**src/rtl/drop_statemachine.sv**
```systemverilog
// drop_statemachine: board-write engine for the Connect4 datapath.
// Accepts a drop request and scans the chosen column upward from row 0 in
// the board RAM. The player's token goes into the first empty cell, then
// finished is pulsed. A full column finishes with col_full set and no write.
// Optional feature macro DROP_COL_CHECK_EN: when defined, a column >= COLS is
// rejected straight away, with no RAM access. When the macro is undefined,
// any 3-bit column is scanned.
module drop_statemachine #(
    parameter int ROWS = 6,
    parameter int COLS = 7
) (
    input  logic        clk,
    input  logic        rst_n,
    input  logic        drop_en,
    input  logic [2:0]  col,
    input  logic        player,
    input  logic [15:0] ram_r_val,
    output logic [2:0]  drop_addr,
    output logic        drop_r_en,
    output logic        drop_w_en,
    output logic [15:0] ram_w_val,
    output logic [2:0]  placed_row,
    output logic        col_full,
    output logic        finished
);

    localparam logic [2:0] S_IDLE  = 3'd0;
    localparam logic [2:0] S_READ  = 3'd1;
    localparam logic [2:0] S_EVAL  = 3'd2;
    localparam logic [2:0] S_WRITE = 3'd3;
    localparam logic [2:0] S_DONE  = 3'd4;

    localparam logic [2:0] LAST_ROW = 3'(ROWS - 1);

    // Reject out-of-range geometry at elaboration.
    if (ROWS < 1 || ROWS > 8 || COLS < 1 || COLS > 8) begin : g_bad_geometry
        $error("drop_statemachine: ROWS and COLS must lie in 1..8");
    end

`ifdef DROP_COL_CHECK_EN
    localparam logic [3:0] COLS_LIM = 4'(COLS);
`endif

    logic [2:0] state;
    logic [2:0] row_q;
    logic [2:0] col_q;
    logic       player_q;

    // Token encoding for each player.
    function automatic logic [1:0] token_of(input logic p);
        return p ? 2'b10 : 2'b01;
    endfunction

    // Two-bit cell of column c within a RAM row word.
    function automatic logic [1:0] cell_of(input logic [15:0] w, input logic [2:0] c);
        logic [15:0] s;
        s = w >> {c, 1'b0};
        return s[1:0];
    endfunction

    // Row word with column c replaced by token t, all other cells untouched.
    function automatic logic [15:0] place_token(input logic [15:0] w, input logic [2:0] c,
                                                input logic [1:0] t);
        logic [15:0] m;
        logic [15:0] v;
        m = 16'h0003 << {c, 1'b0};
        v = {14'b0, t} << {c, 1'b0};
        return (w & ~m) | v;
    endfunction

    // Control FSM with registered RAM strobes and result outputs.
    always_ff @(posedge clk or negedge rst_n) begin
        if (!rst_n) begin
            state      <= S_IDLE;
            row_q      <= 3'd0;
            col_q      <= 3'd0;
            player_q   <= 1'b0;
            drop_addr  <= 3'd0;
            drop_r_en  <= 1'b0;
            drop_w_en  <= 1'b0;
            ram_w_val  <= 16'h0000;
            placed_row <= 3'd0;
            col_full   <= 1'b0;
            finished   <= 1'b0;
        end else begin
            case (state)
                S_IDLE: begin
                    if (drop_en) begin
                        col_q    <= col;
                        player_q <= player;
                        row_q    <= 3'd0;
                        col_full <= 1'b0;
                        finished <= 1'b0;
`ifdef DROP_COL_CHECK_EN
                        if ({1'b0, col} >= COLS_LIM) begin
                            // Illegal column: finish at once as a rejected drop.
                            col_full <= 1'b1;
                            finished <= 1'b1;
                            state    <= S_DONE;
                        end else begin
                            drop_addr <= 3'd0;
                            drop_r_en <= 1'b1;
                            state     <= S_READ;
                        end
`else
                        drop_addr <= 3'd0;
                        drop_r_en <= 1'b1;
                        state     <= S_READ;
`endif
                    end
                end
                S_READ: begin
                    // RAM captures the address on this edge; data is ready in EVAL.
                    drop_r_en <= 1'b0;
                    state     <= S_EVAL;
                end
                S_EVAL: begin
                    if (cell_of(ram_r_val, col_q) == 2'b00) begin
                        ram_w_val  <= place_token(ram_r_val, col_q, token_of(player_q));
                        drop_w_en  <= 1'b1;
                        placed_row <= row_q;
                        state      <= S_WRITE;
                    end else if (row_q != LAST_ROW) begin
                        row_q     <= row_q + 3'd1;
                        drop_addr <= row_q + 3'd1;
                        drop_r_en <= 1'b1;
                        state     <= S_READ;
                    end else begin
                        col_full <= 1'b1;
                        finished <= 1'b1;
                        state    <= S_DONE;
                    end
                end
                S_WRITE: begin
                    drop_w_en <= 1'b0;
                    finished  <= 1'b1;
                    state     <= S_DONE;
                end
                S_DONE: begin
                    // finished was raised on entry; col_full is held until next accept.
                    finished <= 1'b0;
                    state    <= S_IDLE;
                end
                default: begin
                    drop_r_en <= 1'b0;
                    drop_w_en <= 1'b0;
                    finished  <= 1'b0;
                    state     <= S_IDLE;
                end
            endcase
        end
    end

endmodule

```
**config.mk**
```make
export PLATFORM = sky130hd
export DESIGN_NAME = drop_statemachine
export DESIGN_NICKNAME = d
export VERILOG_FILES = /design/src/rtl/drop_statemachine.sv
export SDC_FILE = /design/constraint.sdc
export NUM_CORES = 1
export LEC_CHECK = 0
export BUFFER_PORTS_ARGS = -buffer_cell sky130_fd_sc_hd__buf_2
export CAP_MARGIN = 20
export CORE_ASPECT_RATIO = 0.6
export CORE_MARGIN = 3
export CORE_UTILIZATION = 31
export CTS_BUF_LIST = sky130_fd_sc_hd__clkbuf_4 sky130_fd_sc_hd__clkbuf_8
export DETAILED_ROUTE_END_ITERATION = 6
export SYNTH_ARGS = -nofsm -noshare
export SYNTH_HDL_FRONTEND = slang
export SYNTH_SLANG_ARGS = --single-unit
```
**constraint.sdc**
```tcl
create_clock -name clk -period 2.1 [get_ports clk]
set_clock_uncertainty 0.1 [all_clocks]
set_input_delay 0.21 -clock clk [delete_from_list [all_inputs] [get_ports clk]]
set_output_delay 0.21 -clock clk [all_outputs]
set_load 0.02 [all_outputs]
```
; ---- Yosys cells after proc, flatten, opt, wreduce, memory -nomap -nowiden
; Index checks and enable logic that the tools add are counted.
[op_classes]
n_addsub = 1
n_eq_ne = 10
shift = 3
muxes = 20
bitwise = 6
n_reduce_logical = 12
[ops]
columns = operator, n
row1 = $mux W3, 6
row2 = $and A16 B16 Y16, 1
row3 = $not A16 Y16, 1
row4 = $or A16 B16 Y16, 1
row5 = $reduce_and A4 Y1, 4
row6 = $shl A2 B4 Y16, 1
row7 = $shl A2 B4 Y16 const A, 1
row8 = $shr A16 B4 Y2, 1
row9 = $pmux W3 S4, 1
row10 = $ne A2 B2 Y1 const B, 5
row11 = $mux W1, 7
row12 = $eq A3 B2 Y1 const B, 2
row13 = $pmux W3 S2, 1
row14 = $reduce_and A2 Y1, 3
row15 = $pmux W1 S2, 2
row16 = $pmux W1 S4, 1
row17 = $add A3 B1 Y3 const B, 1
row18 = $eq A3 B1 Y1 const B, 1
row19 = $eq A3 B3 Y1 const B, 1
row20 = $logic_not A3 Y1, 1
row21 = $ne A3 B3 Y1 const B, 1
row22 = $not A1 Y1, 3
row23 = $pmux W1 S3, 1
row24 = $reduce_or A3 Y1, 1
row25 = other kinds (4), 4
[word_totals]
regBits = 33
inputBits = 23
output_inout_bits = 26
wordCells = 62

; ---- Logic depth before layout (Yosys ltp)
; Gate-level depths: netlist (run 1).
[depth]
word_depth = 4
depth_mapped = 8
mapped_depth_nobuf = 7

; ---- Worst setup path before layout (run 1)
; No wires, ideal clock.
[synth_path]
path_type = register to register
from = reg col_q[1]
to = reg ram_w_val[0]
setup_time_ps = 125
arrival_ps = 1995
required_time_ps = 1875
setup_slack_ps = -120
stages_incl_launch_ff = 8
path_buffers = 3
synth_period_minus_slack_ps = 2220
cell_sequence = dfrtp_1 -> buf_2 -> o311a_1 -> o32ai_4 -> and3_1 -> buf_6 -> buf_12 -> mux2_4
[synth_between]
elab_chain_len = 4
word_cells_on_any_way = 8
classes_between = shift (3) / bitwise (3) / reduce/logical (2)
[synth_lines]
columns = item, line
row1 = start: declaration, 46  ; logic [2:0] col_q;
row2 = start signal: assignment, 89  ; col_q <= col;
row3 = branches (longest 4 deep; another with $shr A16 B4 Y2), -
row4 = end signal: assignment, 119  ; ram_w_val <= place_token(ram_r_val, col_q, token_of(player_q));
row5 = end: declaration, 21  ; output logic [15:0] ram_w_val,
; Several ways; the timed one is not identified.
; A chain may end at the register's enable or synchronous reset.

; ---- Worst setup path after layout (run 1)
[layout_path]
from = reg col_q[0]
to = reg row_q[2]
[layout_between]
elab_chain_len = 4
[layout_lines]
columns = item, line
row1 = $shr A16 B4 Y2, 57  ; s = w >> {c, 1'b0};
row2 = $logic_not A2 Y1, 118  ; if (cell_of(ram_r_val, col_q) == 2'b00) begin
row3 = $ne A2 B2 Y1 (no source line), -
row4 = $reduce_and A4 Y1 (no source line), -
row5 = end signal: assignment, 124  ; row_q <= row_q + 3'd1;
row6 = end: declaration, 45  ; logic [2:0] row_q;
; No other way between the ends.

==> results of run 1 <==
[placed cells by master (no fill, tap or decap), types with 3 or more instances in the layout]
cell,n
buf_2,48
dfrtp_1,33
nand2_1,26
mux2_2,19
nor2_1,15
buf_4,14
o21ai_0,10
mux2_4,8
clkbuf_8,6
a21oi_1,5
inv_1,4
nand3b_1,4
nand3_1,4
nand2b_1,3
[layer usage]
layer  share of wire (%)  wire length [um]  track usage (%)
met3                 5.9               251            4.179
met1                  55              2373            21.13
met2                  38              1614            16.78
met4                 1.2                50            4.478
met5                   0                 0                0
[report_power, final]
| group | internal [mW] | switching, mW | total [mW] |
|---|---|---|---|
| sequential | 0.947 | 0.283 | 1.23 |
| combinational | 1.02 | 1.04 | 2.06 |
| clock | 0.273 | 0.233 | 0.506 |
[worst paths after layout]
path,end,slack (ns),cells past startpoint
worst max register to register,row_q[2]$_DFFE_PN0P_,0.005,7
min in group asynchronous,ram_w_val[8]$_DFFE_PN0P_,0.43,2
worst min register to register,col_full$_DFFE_PN0P_,0.40,1
worst max-delay path,row_q[2]$_DFFE_PN0P_,0.005,7
max in group asynchronous,drop_r_en$_DFFE_PN0P_,0.98,2
worst min-delay path,col_q[1]$_DFFE_PN0P_,0.02,3
[stage by stage]
step           power, mW  std cells  utilization [%]  setup slack (ns)  cell area (um^2)
3_5_place_dp       3.185        296            40.97          -0.01593              2163
4_1_cts            3.732        304            43.18          0.002568              2280
5_1_grt            4.083        307            44.41          -0.04174              2345
6_report           3.794        307            44.41          0.005284              2345
2_1_floorplan      2.541        166                -          -0.01436              1775
3_3_place_gp       3.161        296            40.97           0.03293              2163
[flip-flops by register name, summed over array words and instances (netlist names)]
signal and cells:
placed_row 3, drop_r_en 1, finished 1, drop_w_en 1
row_q 3, col_full 1, col_q 3, player_q 1
state 3, ram_w_val 16
[synth_stat cells, types with 2 or more instances]
cell	count
o21ai_0	10
o22ai_1	2
nand3_1	5
nand3b_1	4
o31ai_1	2
mux2_2	19
a21oi_1	5
nand2_1	26
o311a_1	2
or3_1	2
clkbuf_1	4
inv_1	4
nor2_1	15
ha_1	2
mux2_4	8
dfrtp_1	33
buf_2	2
nand2b_1	3
[final cells by class]
class                      count  area (um^2)
clock buffer                   7        90.09
timing repair buffer          65        400.4
multi-input combinational    121        917.1
inverter                       4        15.01
tap                           77        96.34
sequential                    33        825.8
fill                         510         2935
[cells by family after synthesis]
group	share of synthesized area (%)
DFF	46.58
muxes	19.41
buffers and inverters	4.022
AOI/OAI and AO/OA	12.14
adders and majority gates	1.411
and+or+nand+nor	16.44
[worst reg2reg max path: cells and delay by family (launching register included)]
| kind | cells | cell delay [ns] |
|---|---|---|
| AOI/OAI and AO/OA | 2 | 0.32 |
| buffers and inverters | 2 | 0.34 |
| DFF | 1 | 0.39 |
| and+or+nand+nor | 3 | 0.88 |
[timing repair]
action	CTS	global route
buffers inserted	0	2
gates resized for setup	3	3
setup endpoints to repair	6	20
hold buffers	1	0
pin swaps	1	2
cloned	0	1
hold endpoints to repair	33	0
==> impl_metrics.toml, run 1 <==
[critical_path]
worst_path_most_repeated_cell = "buf_4"
critPathLaunch = "col_q[0]$_DFFE_PN0P_"
crit_required_ns = 2.22
cp_max_fo = 7
cp_slowest_cell = "or4_1"
critical_path_arrival_ns = 2.21
crit_path_start_kind = "flop"
path_delay_family = "simple AND/OR/NAND/NOR gates"
crit_chain = "buf_4, or2_4, o221ai_4, o32ai_4, buf_4, or4_1, nand3_1"
critPathMaxStageDelay_ns = 0.51
reg2reg_from = "col_q[0]$_DFFE_PN0P_"
path_class = "flop to flop"
end_kind = "flop"
path_buf_inv = 2

[sta]
hold_violations = 0
fin_crit_sh_pct = 99.75
slew-limit-headroom_pct = 48.75
holdWs_ns = 0.01997
fin_setup_tns_ns = 0
finalCriticalPeriod_ns = 2.095
setup-violations-final = 0
drv_slew = 0
fmax_mhz = 477.4
grt_setup_unrepaired = "yes"
tightest_slew_ns = 0.7687

[die]
coreArea_um2 = 5280
chipWidth_um = 103.6
dieArea_um2 = 6692
num_io_pins = 49
fp.dieH_um = 64.58
rows = 20
initial_core_util_pct = 33.58

[finish]
antenna_cells = 0
syn_to_final_growth_pct = 32.25
drive_gt1_share_pct = 46.09
final_nets = 255

[logic_synthesis]
syn-cell-area_um2 = 1773
ys_warn_count = 0
synth_seq_cells = 33
ys_seq_area_share_pct = 46.58
netlist.area_leader.share_pct = 46.58
synth_edf_count = 0
synthArstFlopShare_pct = 100.0
syn_nets = 191
synth.largest_area_cell = "dfrtp_1"
yosysUniqueCellTypes = 36
synthFlopType = "dfrtp_1"
syn_area_per_cell_um2 = 10.68
syn_inst = 166
synth_area_leaders = "dfrtp_1 47%, mux2_2 12%, mux2_4 6.8%"

[power]
vdd_drop_max_v = 0.0006507
powerDensity_nw_per_um2 = 1618
p_leak_nw = 1.118

[global_route]
grt_pass1_wl_um = 7010
overflow = 0
grtUsageTotal_pct = 13.49
grt_max_degree = 34
antenna_found_initial = 0
grt_pass1_vias = 1343

[detailed_routing]
ant_nets = 0
first_pass_iters = 4
vias_per_cell = 4.684
post-route-drc-count = 0
wl_per_cell_um = 13.97
drtIter0Drc = 87
wirelength_um = 4290
num_vias = 1438

[clock_tree]
cts.sinks = 33
cts.htree.levels = 2
cts_tree = "built"
cts_buffer_depth = 2
cts_made_buffers = 5
cts.clk_slew.worst_paths_ns = 0.07
clock-root-buffer = "clkbuf_8"
clk_latency_ns = 0.29

[placed_design]
hpwlAfterDp_um = 3147
io_buffers = 48
place_congestion = 0.7751

[run_status]
status = "finished clean"

[hold_path]
hp-class = "input port to flop"
min-delay-start = "col[1]"

[job]
cap_violations = 0
(Power assumes the default switching activity.)
==> run 2: changes to the inputs <==
--- a/config.mk
+++ b/config.mk
@@ -7,7 +7,7 @@
 export LEC_CHECK = 0
 export BUFFER_PORTS_ARGS = -buffer_cell sky130_fd_sc_hd__buf_2
 export CAP_MARGIN = 20
-export CORE_ASPECT_RATIO = 0.6
+export CORE_ASPECT_RATIO = 0.5
 export CORE_MARGIN = 3
 export CORE_UTILIZATION = 31
 export CTS_BUF_LIST = sky130_fd_sc_hd__clkbuf_4 sky130_fd_sc_hd__clkbuf_8
==> run 2 against run 1 <==
Compared with the run above: critical path depth is 1 lower; total power rose by 2.2%; sequential share of layout area fell by 0.094 points; first-iteration DRC count fell by 44%; clock-buffer cell count did not move; combinational power grew 2%; the flow now finishes with violations (negative setup slack); hold slack worse by 0.00084 ns; critical path type unchanged; cell count shrank 0.98%; flip-flop and latch count unchanged.
==> impl_metrics.toml, run 2 (same netlist as run 1, synthesis figures left out) <==
[finish]
seq_area_um2 = 825.8
final_area_um2 = 2351
syn_to_final_growth_pct = 32.60
drive_gt1_share_pct = 46.15
layout_commonest_cell = "buf_2"
largest-register = "ram_w_val"
largest_reg_flops = 16
final_cell_mix = "48 x buf_2, 33 x dfrtp_1, 26 x nand2_1"
antenna_cells = 0
multi_input_area_um2 = 912.1
final_nets = 258
fill_cells = 516

[critical_path]
path_class = "flop to flop"
ff2ff_setup_slack_ns = -0.007
critical_path_arrival_ns = 2.18
cp_num_cells = 6
critPathMaxStageDelay_ns = 0.46
endpoint = "ram_w_val[11]$_DFFE_PN0P_"
crit_chain = "or3b_2, o311a_1, o32ai_4, and3_4, buf_6, mux2_2"
crit_path_start_kind = "flop"
path_buf_inv = 1
r2r-end = "ram_w_val[11]$_DFFE_PN0P_"
cp_max_fo = 6
end_kind = "flop"
path_delay_family = "simple AND/OR/NAND/NOR gates"
critPathLaunch = "col_q[0]$_DFFE_PN0P_"
cp_slowest_cell = "or3b_2"
worst-r2r-cell-count = 6
crit_required_ns = 2.17
reg2reg_from = "col_q[0]$_DFFE_PN0P_"

[global_route]
use_met2_pct = 23.06
grt_use_met3_pct = 3.466
grt_pass1_wl_um = 6817
busiest_layer = "met2"
grt_pass1_vias = 1499
overflow = 0
grtUsageTotal_pct = 12.95
antenna_found_initial = 0
grtUsageMet1_pct = 15.22
grt_max_degree = 34

[power]
vdd_drop_max_v = 0.0006042
p_leak_nw = 1.148
powerDensity_nw_per_um2 = 1648

[detailed_routing]
num_vias = 1482
drtIter0Drc = 49
first_pass_iters = 4
wl_per_cell_um = 13.69
vias_per_cell = 4.875
ant_nets = 0
wirelength_um = 4161
post-route-drc-count = 0

[clock_tree]
cts_tree = "built"
cts_buffer_depth = 2
cts.clk_slew.worst_paths_ns = 0.07
cts.sinks = 33
cts_made_buffers = 5
clock-root-buffer = "clkbuf_8"
clk_latency_ns = 0.29
cts.htree.levels = 2

[sta]
hold_violations = 0
fin_setup_tns_ns = -0.01943
slew-limit-headroom_pct = 49.71
setup-violations-final = 3
timing.final.ws_setup_ns = -0.007393
fin_crit_sh_pct = 100.4
finalCriticalPeriod_ns = 2.107
holdWs_ns = 0.01913
drv_slew = 0
fmax_mhz = 474.5
grt_setup_unrepaired = "yes"
tightest_slew_ns = 0.7544

[hold_path]
hp-class = "input port to flop"

[die]
dieArea_um2 = 6718
rows = 18
coreArea_um2 = 5225
fp.dieH_um = 59.48
num_io_pins = 49
chipWidth_um = 113.0
initial_core_util_pct = 33.93

[placed_design]
dpl_worst_slack_ns = -0.1194
placed_area_um2 = 2177
hpwlAfterDp_um = 2984
place_congestion = 0.7970
io_buffers = 48

[run_status]
violations = "negative setup slack"
status = "finished with violations"

[job]
cap_violations = 0
run 2: per-layer routing:
metal / part of all wire (%) / up-vias
met5: 0 / -
met1: 45 / 720
li1: - / 722
met4: 1.9 / 0
met2: 49 / 30
met3: 3.8 / 10
run 2: what timing repair did:
item | CTS | global route
resized for setup | 7 | 3
endpoints found under the hold margin | 33 | 0
setup endpoints to repair | 17 | 22
setup buffers | 2 | 1
pin swaps | 2 | 0
hold buffers | 1 | 0
run 2: how the worst min path moves through the flow:
stage / start / endpoint / slack (ns) / cells after the start
after global routing: col[0] / col_q[0]$_DFFE_PN0P_ / 0.02 / 3
after floorplan: rst_n / col_full$_DFFE_PN0P_ / -0.19 / 0
after CTS: player / player_q$_DFFE_PN0P_ / 0.01 / 3
after detailed placement: rst_n / drop_r_en$_DFFE_PN0P_ / 0.23 / 1
final: col[0] / col_q[0]$_DFFE_PN0P_ / 0.02 / 3
after global placement: rst_n / drop_r_en$_DFFE_PN0P_ / 0.22 / 1
run 2: stage by stage:
stage	utilization, %	std cells	total power [mW]
after floorplan	-	166	2.541
after global placement	41.67	292	3.191
after detailed placement	41.67	292	3.233
after CTS	44.64	303	3.873
after global routing	45.00	304	4.155
final	45.00	304	3.876
run 2: final cells by class:
type / count / area share (%)
clock inverters: 1 / 0.2129
repair buffers: 68 / 17.40
flip-flops and latches: 33 / 35.13
well taps: 70 / 3.725
inverters: 4 / 0.6386
clock buffers: 7 / 4.098
multi-input cells: 121 / 38.80
run 2: power by group:
group / switching, mW / internal, mW / leakage (nW) / total (mW)
registers: 0.289 / 0.946 / 0.408 / 1.24
logic: 1.04 / 1.07 / 0.685 / 2.11
clock network: 0.238 / 0.296 / 0.0542 / 0.535
total: 1.57 / 2.31 / 1.15 / 3.88
run 2: worst register-to-register path: stages, from the launching register on:
cell and delay [ns]:
dfrtp_1 0.38, or3b_2 0.46, o311a_1 0.17, o32ai_4 0.16, and3_4 0.26, buf_6 0.14
mux2_2 0.33
==> run 3: changes to the inputs <==
--- a/config.mk
+++ b/config.mk
@@ -9,9 +9,10 @@
 export CAP_MARGIN = 20
 export CORE_ASPECT_RATIO = 0.5
 export CORE_MARGIN = 3
-export CORE_UTILIZATION = 31
+export CORE_UTILIZATION = 49
 export CTS_BUF_LIST = sky130_fd_sc_hd__clkbuf_4 sky130_fd_sc_hd__clkbuf_8
 export DETAILED_ROUTE_END_ITERATION = 6
+export PLACE_DENSITY = 0.79
 export SYNTH_ARGS = -nofsm -noshare
 export SYNTH_HDL_FRONTEND = slang
 export SYNTH_SLANG_ARGS = --single-unit
==> run 3 against run 2 <==
Compared with the run above: flip-flop and latch count stayed put; die area is 34% lower; first-iteration DRC count is 55% higher; the run still ends with negative setup slack left; register-to-register slack worse by 0.03 ns; clock-buffer cell count stayed put; largest power group unchanged; utilization is 28 points higher; cell count is 8.2% lower.
==> impl_metrics.toml, run 3 (same netlist as run 1, synthesis figures left out) <==
[run_status]
status = "finished with violations"
violations = "negative setup slack"

[placed_design]
hpwlAfterDp_um = 2864
place_congestion = 0.7785
io_buffers = 48
dp.cells = 268

[detailed_routing]
wl_per_cell_um = 14.95
first_pass_iters = 4
ant_nets = 0
vias_per_cell = 5.280
wirelength_um = 4171
drtIter0Drc = 76
post-route-drc-count = 0
num_vias = 1473

[sta]
finalCriticalPeriod_ns = 2.141
fmax_mhz = 467.2
fin_setup_tns_ns = -0.3896
timing.final.ws_setup_ns = -0.04060
setup-violations-final = 17
tightest_slew_ns = 0.7295
hold_violations = 0
holdWs_ns = 0.01603
drv_slew = 0
slew-limit-headroom_pct = 51.37
fin_crit_sh_pct = 101.9
grt_setup_unrepaired = "yes"

[finish]
final_nets = 256
final_cell_mix = "48 x buf_2, 33 x dfrtp_1, 26 x nand2_1"
post-route-util_pct = 72.67
fill_cells = 244
finalNonFillerCells = 279
layout_commonest_cell = "buf_2"
syn_to_final_growth_pct = 32.11
multi_input_area_um2 = 944.7
antenna_cells = 0
drive_gt1_share_pct = 46.75
largest_reg_flops = 16
seq_area_um2 = 825.8
largest-register = "ram_w_val"

[critical_path]
worst_path_most_repeated_cell = "buf_4"
cp_max_fo = 8
path_buf_inv = 3
critPathMaxStageDelay_ns = 0.40
path_delay_family = "simple AND/OR/NAND/NOR gates"
crit_chain = "buf_6, or2_4, o221ai_4, o32ai_4, buf_4, buf_4, or3_1, o211a_1"
critical_path_arrival_ns = 2.21
crit_required_ns = 2.17
reg2reg_from = "col_q[0]$_DFFE_PN0P_"
crit_path_start_kind = "flop"
end_kind = "flop"
path_class = "flop to flop"
cp_slowest_cell = "dfrtp_1"
worst-r2r-cell-count = 8
r2r-end = "row_q[0]$_DFFE_PN0P_"
ff2ff_setup_slack_ns = -0.04

[die]
fp.dieH_um = 48.54
chipWidth_um = 91.07
dieArea_um2 = 4420
initial_core_util_pct = 55.01
rows = 14
coreArea_um2 = 3223
num_io_pins = 49

[clock_tree]
clk_latency_ns = 0.28
clock-root-buffer = "clkbuf_8"
cts_made_buffers = 5
cts.sinks = 33
cts_buffer_depth = 2
cts_tree = "built"
cts.clk_slew.worst_paths_ns = 0.07
cts.htree.levels = 2

[power]
finalPower_mw = 3.929
powerDensity_nw_per_um2 = 1678
power_frac_clock_pct = 12.7
p_leak_nw = 1.151
vdd_drop_max_v = 0.0007207
internal_power_mw = 2.319
p_switching_mw = 1.610
p_sw_share_pct = 40.98
p_comb_share_pct = 55.7
seqPwrFrac_pct = 31.6

[global_route]
antenna_found_initial = 0
grt_pass1_wl_um = 6865
grt_max_degree = 34
grtUsageTotal_pct = 19.35
grt_pass1_vias = 1483
overflow = 0

[job]
cap_violations = 0

[hold_path]
hp-class = "input port to flop"
min_to = "col_q[1]$_DFFE_PN0P_"
min-delay-start = "col[1]"
holdPathStages = 3
[run 3: changes by cell type in the layout (fill, tap and decap cells not counted), sizes merged]
cell,before,now
buf,67,65
clkinv,1,0
[run 3: worst max path at each step]
stage | start | end | slack (ns) | cells after the start
floorplan | col_q[1]$_DFFE_PN0P_ | ram_w_val[0]$_DFFE_PN0P_ | -0.01 | 7
global placement | ram_r_val[14] | ram_w_val[7]$_DFFE_PN0P_ | 0.02 | 7
detailed placement | col_q[1]$_DFFE_PN0P_ | ram_w_val[7]$_DFFE_PN0P_ | -0.06 | 7
CTS | col_q[1]$_DFFE_PN0P_ | ram_w_val[13]$_DFFE_PN0P_ | -0.04 | 6
global route | col_q[0]$_DFFE_PN0P_ | row_q[0]$_DFFE_PN0P_ | -0.11 | 8
finish | col_q[0]$_DFFE_PN0P_ | row_q[0]$_DFFE_PN0P_ | -0.04 | 8
[run 3: timing repair]
action	CTS	global route
hold buffers	1	0
hold endpoints to repair	33	0
pin swaps	4	2
gates resized for setup	18	5
setup buffers	2	1
setup endpoints to repair	17	23
[run 3: final cells by class]
cell class                      count  share of cell area, %
Clock buffer                        7                  3.846
Inverter                            4                 0.6410
Multi-Input combinational cell    121                  40.33
Sequential cell                    33                  35.26
Tap cell                           48                  2.564
Timing Repair Buffer               66                  17.36
[run 3: per-layer routing]
metal / GRT usage, % / vias to the layer above / routed length (um)
li1: - / 720 / -
met1: 23.51 / 710 / 1867
met2: 33.01 / 35 / 2062
met3: 5.573 / 8 / 173
met4: 7.000 / 0 / 69
met5: 0 / - / 0
[run 3: power groups by stage]
| stage | logic (mW) | clock network, mW | registers, mW |
|---|---|---|---|
| finish | 2.19 | 0.498 | 1.24 |
| global route | 2.35 | 0.543 | 1.30 |
| CTS | 2.14 | 0.499 | 1.24 |
| detailed placement | 1.95 | 0 | 1.24 |
| global placement | 1.90 | 0 | 1.21 |
| floorplan | 1.08 | 0 | 1.46 |
[run 3: stage by stage]
stage	worst slack (ns)	cell area (um^2)
after floorplan	-0.01436	1775
after global placement	0.01580	2122
after global routing	-0.1108	2342
final	-0.04060	2342
after CTS	-0.03829	2316
after detailed placement	-0.05685	2122
[run 3: tightest hold or removal path: stages]
cell	delay (ns)
buf_2	0.08
nand2_1	0.04
nand2_1	0.05
